**src/rtl/gcd_bin_rtl.sv**
```systemverilog
// Iterative binary (Stein) GCD engine with start/rdy handshake, busy flag and done strobe.
// Optional GCD_CYCLES_EN adds a 'cycles' output reporting accept-to-done edge count.
module gcd_bin_rtl #(
    parameter int unsigned NBits  = 16,
    parameter bit          Signed = 1'b0
) (
    input  logic             clk,
    input  logic             rst,
    input  logic             start,
    input  logic [NBits-1:0] xi,
    input  logic [NBits-1:0] yi,
    output logic [NBits-1:0] xo,
    output logic             rdy,
    output logic             busy,
`ifdef GCD_CYCLES_EN
    output logic             done,
    output logic [$clog2(4*NBits+5)-1:0] cycles
`else
    output logic             done
`endif
);

    localparam int unsigned KW = $clog2(NBits) + 1;

    typedef enum logic [2:0] {
        StIdle,
        StCommon,
        StOddx,
        StLoop,
        StFinal
    } state_t;

    state_t           state;
    logic [NBits-1:0] x;
    logic [NBits-1:0] y;
    logic [KW-1:0]    k;
    logic [NBits-1:0] xm;
    logic [NBits-1:0] ym;

`ifdef GCD_CYCLES_EN
    localparam int unsigned CW = $clog2(4*NBits+5);
    logic [CW-1:0] cnt;
`endif

    // Negation in NBits wraps the most negative value onto 2^(NBits-1), its true magnitude.
    always_comb begin
        xm = xi;
        ym = yi;
        if (Signed && xi[NBits-1]) xm = NBits'(0) - xi;
        if (Signed && yi[NBits-1]) ym = NBits'(0) - yi;
    end

    always_ff @(posedge clk or posedge rst) begin
        if (rst) begin
            state <= StIdle;
            x     <= '0;
            y     <= '0;
            k     <= '0;
            xo    <= '0;
            rdy   <= 1'b1;
            busy  <= 1'b0;
            done  <= 1'b0;
`ifdef GCD_CYCLES_EN
            cnt    <= '0;
            cycles <= '0;
`endif
        end else begin
            done <= 1'b0;
`ifdef GCD_CYCLES_EN
            if (state != StIdle) cnt <= cnt + CW'(1);
`endif
            unique case (state)
                StIdle: begin
                    if (start) begin
                        x    <= xm;
                        y    <= ym;
                        k    <= '0;
                        rdy  <= 1'b0;
                        busy <= 1'b1;
`ifdef GCD_CYCLES_EN
                        cnt  <= CW'(1);
`endif
                        if (xm == '0) begin
                            x     <= ym;
                            state <= StFinal;
                        end else if (ym == '0) begin
                            state <= StFinal;
                        end else begin
                            state <= StCommon;
                        end
                    end
                end
                StCommon: begin
                    if (!x[0] && !y[0]) begin
                        x <= x >> 1;
                        y <= y >> 1;
                        k <= k + KW'(1);
                    end else begin
                        state <= StOddx;
                    end
                end
                StOddx: begin
                    if (!x[0]) x <= x >> 1;
                    else       state <= StLoop;
                end
                StLoop: begin
                    // x stays odd here; y is reduced until it reaches zero.
                    if (y == '0) begin
                        state <= StFinal;
                    end else if (!y[0]) begin
                        y <= y >> 1;
                    end else if (x > y) begin
                        x <= y;
                        y <= x - y;
                    end else begin
                        y <= y - x;
                    end
                end
                StFinal: begin
                    xo    <= x << k;
                    done  <= 1'b1;
                    rdy   <= 1'b1;
                    busy  <= 1'b0;
                    state <= StIdle;
`ifdef GCD_CYCLES_EN
                    cycles <= cnt + CW'(1);
`endif
                end
                default: state <= StIdle;
            endcase
        end
    end

endmodule

```
**config.mk**
```make
export PLATFORM = sky130hd
export DESIGN_NAME = gcd_bin_rtl
export DESIGN_NICKNAME = d
export VERILOG_FILES = /design/src/rtl/gcd_bin_rtl.sv
export SDC_FILE = /design/constraint.sdc
export NUM_CORES = 1
export LEC_CHECK = 0
export CAP_MARGIN = 40
export CORE_UTILIZATION = 45
export DETAILED_ROUTE_END_ITERATION = 8
export HOLD_SLACK_MARGIN = 0.05
export PLACE_DENSITY = 0.7
export SLEW_MARGIN = 20
export SYNTH_ARGS = -nofsm -noshare
export SYNTH_HDL_FRONTEND = slang
export SYNTH_SLANG_ARGS = --single-unit
```
**constraint.sdc**
```tcl
create_clock -name clk -period 4.5 [get_ports clk]
set_clock_uncertainty 0.1 [all_clocks]
set_input_delay 0.9 -clock clk [delete_from_list [all_inputs] [get_ports clk]]
set_output_delay 0.9 -clock clk [all_outputs]
set_load 0.005 [all_outputs]
```
# == After elaboration in Yosys (flattened, before gate mapping) ==
# Cells that the tools add are included.
# classes
n_addsub,3
order_cmp,1
n_eq_ne,13
n_shift,1
n_mux,29
reduce_logical,17
# op_table
cell,count
16-bit 2-to-1 mux,12
16-bit one-hot mux with 4 select lines,1
16-bit zero test,3
16-bit one-hot mux with 3 select lines,1
16-bit subtractor,2
3-bit 2-to-1 mux,6
2-bit inequality test (second input constant),9
16-bit greater-than comparator,1
16-bit by 5-bit << shifter with 16-bit output,1
3-bit one-hot mux with 4 select lines,1
5-bit 2-to-1 mux,2
5-bit one-hot mux with 2 select lines,1
4-bit AND reduction,2
7-bit AND reduction,1
3-bit by 2-bit == test with 1-bit output (second input constant),2
6-bit AND reduction,1
5-bit by 1-bit adder with 5-bit output (second input constant),1
1-bit one-hot mux with 2 select lines,2
2-bit nonzero test,2
4-bit nonzero test,1
3-bit by 1-bit == test with 1-bit output (second input constant),1
3-bit == test (second input constant),1
3-bit zero test,1
1-bit 2-to-1 mux,3
other kinds (5),6
# totals
regBits,59
in_bits,35
output_inout_bits,19
elab_cells,73

# == Depth between registers and ports, before layout ==
# Gate-level depths: netlist (run 1).
# logic_depth
ltp_word,5
depth_mapped,14
depth_no_buf,12

# == Least setup slack after synthesis (run 1) ==
# OpenSTA, ideal clock, no wires.
# synth_timing
path_kind,register -> register
startpoint,register x[0]
endpoint,register x[10]
setup_time_ps,125
arrival_time_ps,2912
setup_slack_ps,1363
stages_incl_launch_ff,14
n_path_buf,1
period_less_slack_ps,3137
path_cell_list,dfrtp_1 -> inv_1 -> ha_1 -> inv_1 -> fa_1 -> a211oi_1 -> o211ai_1 -> nand3b_4 -> a21oi_4 -> a21oi_1 -> or4_4 -> o21bai_4 -> buf_6 -> mux2_4
# synth_between
elab_chain_len,4
word_cells_on_any_way,7
# synth_lines
item,line,text
"start, declared",34,logic [NBits-1:0] x;
"start signal, assigned",75,x <= xm;
"start signal, assigned",84,x <= ym;
"start signal, assigned",95,x <= x >> 1;
branches (longest 3 deep; another with 16-bit greater-than comparator),-,
7-bit AND reduction (no source line) *,-,
# Mark *: on every way between the ends.
# A chain may end at the register's enable or synchronous reset.

# == Worst setup path in the final report (run 1) ==
# layout_timing
startpoint,register x[0]
endpoint,register y[15]
# layout_between
elab_chain_len,5
word_cells_on_any_way,11
# layout_lines
item,line,text
"16-bit subtractor, or another cell as far along",116,y <= y - x;
16-bit 2-to-1 mux,112,end else if (x > y) begin
16-bit 2-to-1 mux,110,end else if (!y[0]) begin
16-bit 2-to-1 mux,108,if (y == '0) begin
16-bit one-hot mux with 3 select lines,72,unique case (state)
"end signal, assigned",76,y <= ym;
"end signal, assigned",111,y <= y >> 1;
"end signal, assigned",114,y <= x - y;
"end, declared",35,logic [NBits-1:0] y;
# Several ways; a longest one is shown, not always the timed one. The select of a mux whose other input is x is not followed.

==> results of run 1 <==
metal layers:
layer | global-route usage | up-vias | wire length [um]
met5 | 0.0458 | - | 72
met4 | 0.111 | 2 | 449
met1 | 0.377 | 2484 | 7330
met2 | 0.419 | 268 | 7380
li1 | - | 2410 | -
met3 | 0.0733 | 40 | 1560
critical path, delay by kind of cell, from the launching register on:
family,cells,cell delay [ns]
adder cells (fa/ha/maj),2,0.63
buffers and inverters,3,0.55
XOR/XNOR,1,0.19
AND/OR/NAND/NOR,1,0.15
flip-flops,1,0.48
AO/OA/AOI/OAI,6,1.48
state kept, by name (all words and copies together) (netlist names):
signal,flops
y,16
busy,1
rdy,1
k,5
x,16
xo,16
done,1
state,3
through the flow:
| step | setup WS, ns | cells | util |
|---|---|---|---|
| 2_1_floorplan | 1.36 | 637 | - |
| 5_1_grt | 0.584 | 810 | 0.544 |
| 6_report | 0.787 | 810 | 0.544 |
| 3_3_place_gp | 1.00 | 790 | 0.510 |
| 4_1_cts | 0.857 | 808 | 0.541 |
| 3_5_place_dp | 0.900 | 792 | 0.513 |
path summary, 6_finish.rpt:
check | start | to | slack, ns | depth (start not counted)
worst max-delay path | x[0] | y[15] | 0.79 | 13
worst min-delay path | busy | busy | 0.38 | 1
worst max register to register | x[0] | y[15] | 0.79 | 13
worst min register to register | busy | busy | 0.38 | 1
max in group asynchronous | rst | y[9] | 2.77 | 4
min in group asynchronous | rst | state[0] | 0.74 | 2
cell usage in the layout (no fill, tap or decap), types with 11 or more instances in the layout:
| master | count |
|---|---|
| a21oi_1 | 80 |
| dfrtp_1 | 58 |
| nor3_1 | 12 |
| nor2_1 | 55 |
| inv_1 | 39 |
| nor4_1 | 12 |
| mux2i_1 | 19 |
| o22ai_1 | 11 |
| nand2_1 | 38 |
| ha_1 | 33 |
| a221oi_1 | 22 |
| a211oi_1 | 15 |
| o21ai_0 | 31 |
| clkdlybuf4s50_1 | 53 |
final cells by class:
cell class	count	area [um^2]	area share
flip-flops and latches	59	1480	0.236
clock buffers	10	239	0.0382
clock inverters	6	88.8	0.0142
well taps	143	179	0.0286
inverters	41	154	0.0246
multi-input cells	488	3490	0.558
repair buffers	63	633	0.101
cells by family (layout without fill, tap and decap cells):
kind of cell             after synthesis  after routing
AND/OR/NAND/NOR                      165            165
XOR/XNOR                              15             15
flip-flops                            59             59
multiplexers                          42             42
buffers and inverters                 90            120
adder cells (fa/ha/maj)               35             35
AO/OA/AOI/OAI                        231            231
==> flow_summary.toml, run 1 <==
[clocking]
htreeDepth = 3
cts_buffer_depth = 2
clk_pin_slew_ns = 0.06
clock_latency_ns = 0.33
ctsResizeCount = 0
cts_buffers = 9
cts-root-buf = "clkbuf_16"
postCtsSetupBuffers = 0
clkSinkCount = 59
cts_tree = "built"
holdBufCountCts = 0

[floorplanning]
start_util = 0.464
die_h_um = 111
coreArea_um2 = 11500
die_x_um = 111
ios = 54
fp-row-count = 39
fp.dieArea_um2 = 12300

[setup_path]
critPathLaunchType = "flop"
cp.required_ns = 4.60
slowest_delay_ns = 0.62
path_cells = "inv_1 -> ha_1 -> inv_1 -> fa_1 -> a211oi_1 -> o211ai_1 -> nand3b_4 -> a21oi_4 -> buf_4 -> o311a_1 -> a2111oi_0 -> xnor2_1 -> o221ai_1"
cp.arrival_ns = 3.81
path_class = "flop to flop"
cp_max_fo = 25
crit_path_end_kind = "flop"
crit_top_cell = "inv_1"
crit_slowest_cell = "a2111oi_0"

[yosys]
synth_area_leaders = "dfrtp_1 27%, ha_1 7.7%, a21oi_1 7.5%, nor2_1 3.9%, a221oi_1 3.6%"
ys_ff_latch = 59
synth_compound_gate_area_share = 0.287
synth_area_leader_cell = "dfrtp_1"
synth_area_um2 = 5350
ys_top_cells_by_count = "80 x a21oi_1, 58 x dfrtp_1, 55 x nor2_1"
synth_mux_area_frac = 0.102
synth_edf_count = 0
ys_types = 65
synth.net_count = 707
synth_top_family_by_area = "compound AO/OA/AOI/OAI gates"
synth-main-ff-cell = "dfrtp_1"
yosysSeqAreaShare = 0.276
synth-xor-area-share = 0.0246
synthArstFlopShare = 1.00
synth_simple_gate_area_share = 0.155
avgSynthCellArea_um2 = 8.39
yosys_warnings = 0
yosysTopAreaCellShare = 0.272
yosysMostFrequentCell = "a21oi_1"
synth_cells = 637
synth_adder_area_share = 0.0847

[final_layout]
n_fill_cell = 1063
fin_nets = 732
syn_to_final_growth_pct = 17.2
antenna_cells = 0
drive_above_1_share = 0.0930
final_area_um2 = 6260

[timing]
tightestPinTransition_ns = 0.867
slew-limit-headroom = 0.416
max_freq_mhz = 269
slew_violations = 0
final.min_clock_period_ns = 3.71
holdWs_ns = 0.380
rsz0062_at_grt = "no"
fin_setup_tns_ns = 0
finalSetupViolations = 0
finalCritPeriodShare = 0.825
hold_viol_final = 0

[global_route]
track_usage = 0.279
grt_pass1_vias = 4991
grt_pass1_wl_um = 26900
grt.overflow.total = 0
grt_start_max_net_pins = 33
antenna_found_initial = 0

[detailed_routing]
dr.pass1.iters = 9
route.detailed.drc = 10
ant_nets = 0
wl_per_cell_um = 20.7
via_per_inst = 6.42
num_vias = 5204
routed_wirelength_um = 16800
drt_first_iter_violations = 428

[place]
port_buffers = 53
place_area_um2 = 5910
place_hpwl_um = 13000
place.gp.congestion = 0.949

[outcome]
outcome = "complete, but fails checks"
violations = "DRC"

[run]
max-cap-violations = 0

[worst_hold_path]
hold_class = "flop to flop"
Power of run 1 is not shown: default switching activity piles up to over one toggle a cycle in this logic, so the estimate is an artifact.
==> run 2, diff against run 1 <==
- PLACE_DENSITY: 0.7 -> 0.73
- clock period: 4.5 -> 3.3 ns (I/O delays scaled with it)
==> run 2 against run 1 <==
  * The flow still finishes with violations (DRC)
  * Critical path depth down 3
  * Worst hold slack better by 0.0012 ns
  * Die area unchanged
  * First-iteration DRC count up 18%
  * Critical endpoint is now x[3]
==> flow_summary.toml, run 2 (same netlist as run 1, synthesis figures left out) <==
[clocking]
cts_buffers = 9
clk_pin_slew_ns = 0.06
postCtsSetupBuffers = 0
clock_latency_ns = 0.33
cts_tree = "built"
cts_buffer_depth = 2
clkSinkCount = 59
cts-root-buf = "clkbuf_16"
htreeDepth = 3

[final_layout]
n_fill_cell = 1049
antenna_cells = 0
multiInputGateArea_um2 = 3520
fin_nets = 777
syn_to_final_growth_pct = 23.2
seq_area_um2 = 1480
final_common_cell = "a21oi_1"
drive_above_1_share = 0.153
final_cell_mix = "79 x a21oi_1, 58 x dfrtp_1, 55 x nor2_1"
stdcell_count = 855
largest_registers = "x x16, xo x16, y x16"

[place]
place.gp.congestion = 0.958
port_buffers = 53
placed_cells = 837
place_hpwl_um = 13500

[floorplanning]
die_x_um = 111
fp-row-count = 39
die_h_um = 111
fp.dieArea_um2 = 12300
start_util = 0.464
ios = 54
coreArea_um2 = 11500

[timing]
finalCritPeriodShare = 0.961
fin_setup_tns_ns = 0
final.min_clock_period_ns = 3.17
slew-limit-headroom = 0.359
tightestPinTransition_ns = 0.953
max_freq_mhz = 315
slew_violations = 0
rsz0062_at_grt = "no"
finalSetupViolations = 0
hold_viol_final = 0

[setup_path]
crit_path_end_kind = "flop"
cp.required_ns = 3.41
r2r-end = "x[3]"
critPathLaunchType = "flop"
r2r_cells = 10
cp_max_fo = 8
rrSetupSlack_ns = 0.13
path_class = "flop to flop"
crit_path_start = "y[15]"
endpoint = "x[3]"
cp.arrival_ns = 3.28
r2r_start = "y[15]"

[detailed_routing]
via_per_inst = 6.45
ant_nets = 0
dr.pass1.iters = 9
drt_first_iter_violations = 504
wl_per_cell_um = 21.0
route.detailed.drc = 8
routed_wirelength_um = 18000
num_vias = 5516

[outcome]
violations = "DRC"
outcome = "complete, but fails checks"

[run]
max-cap-violations = 0

[global_route]
grt.overflow.total = 0
grt_pass1_vias = 5248
track_usage = 0.288
antenna_found_initial = 0
grt_start_max_net_pins = 29
grt_pass1_wl_um = 28100

[worst_hold_path]
hold_class = "flop to flop"
-- run 2: area by class of cell --
| cell class | instances | share of cell area |
|---|---|---|
| inverters | 41 | 0.0234 |
| clock inverters | 5 | 0.00798 |
| multi-input cells | 489 | 0.535 |
| repair buffers | 107 | 0.145 |
| well taps | 143 | 0.0272 |
| flip-flops and latches | 59 | 0.224 |
| clock buffers | 11 | 0.0369 |
-- run 2: metal layers --
layer	global-route usage	up-vias	part of all wire
li1	-	2508	-
met1	0.378	2658	0.42
met2	0.463	306	0.45
met3	0.0826	44	0.10
met4	0.0767	0	0.027
met5	0	-	0
-- run 2: repair_timing --
item	4_1_cts	5_1_grt
hold buffers	0	0
resized for setup	0	5
setup endpoints to repair	0	17
-- run 2: critical path, stage by stage (launching register included) --
cell      delay, ns
dfrtp_1        0.40
inv_1          0.11
ha_1           0.38
nand4_2        0.17
or2_4          0.30
nand3b_4       0.16
a21oi_4        0.21
a21oi_1        0.10
or4_4          0.48
o21bai_4       0.29
mux2_4         0.34
-- run 2: worst min-delay path by stage --
stage,from,to,slack [ns],cells past startpoint
after floorplan,rdy,rdy,0.37,2
after CTS,rdy,rdy,0.38,2
final,rdy,rdy,0.38,2
after global placement,busy,busy,0.36,1
after global routing,xo[8],xo[8],0.41,1
after detailed placement,rdy,rdy,0.38,2
-- run 2: stage by stage --
step           instance area (um^2)  hold WS, ns  setup WS (ns)  utilization
4_1_cts                        6540        0.384          0.119        0.568
2_1_floorplan                  5350        0.372          0.163            -
6_report                       6590        0.381          0.129        0.572
3_5_place_dp                   6240        0.375          0.155        0.542
3_3_place_gp                   6240        0.361          0.144        0.542
5_1_grt                        6590        0.410         0.0236        0.572
Power of run 2 is left out for the same reason.
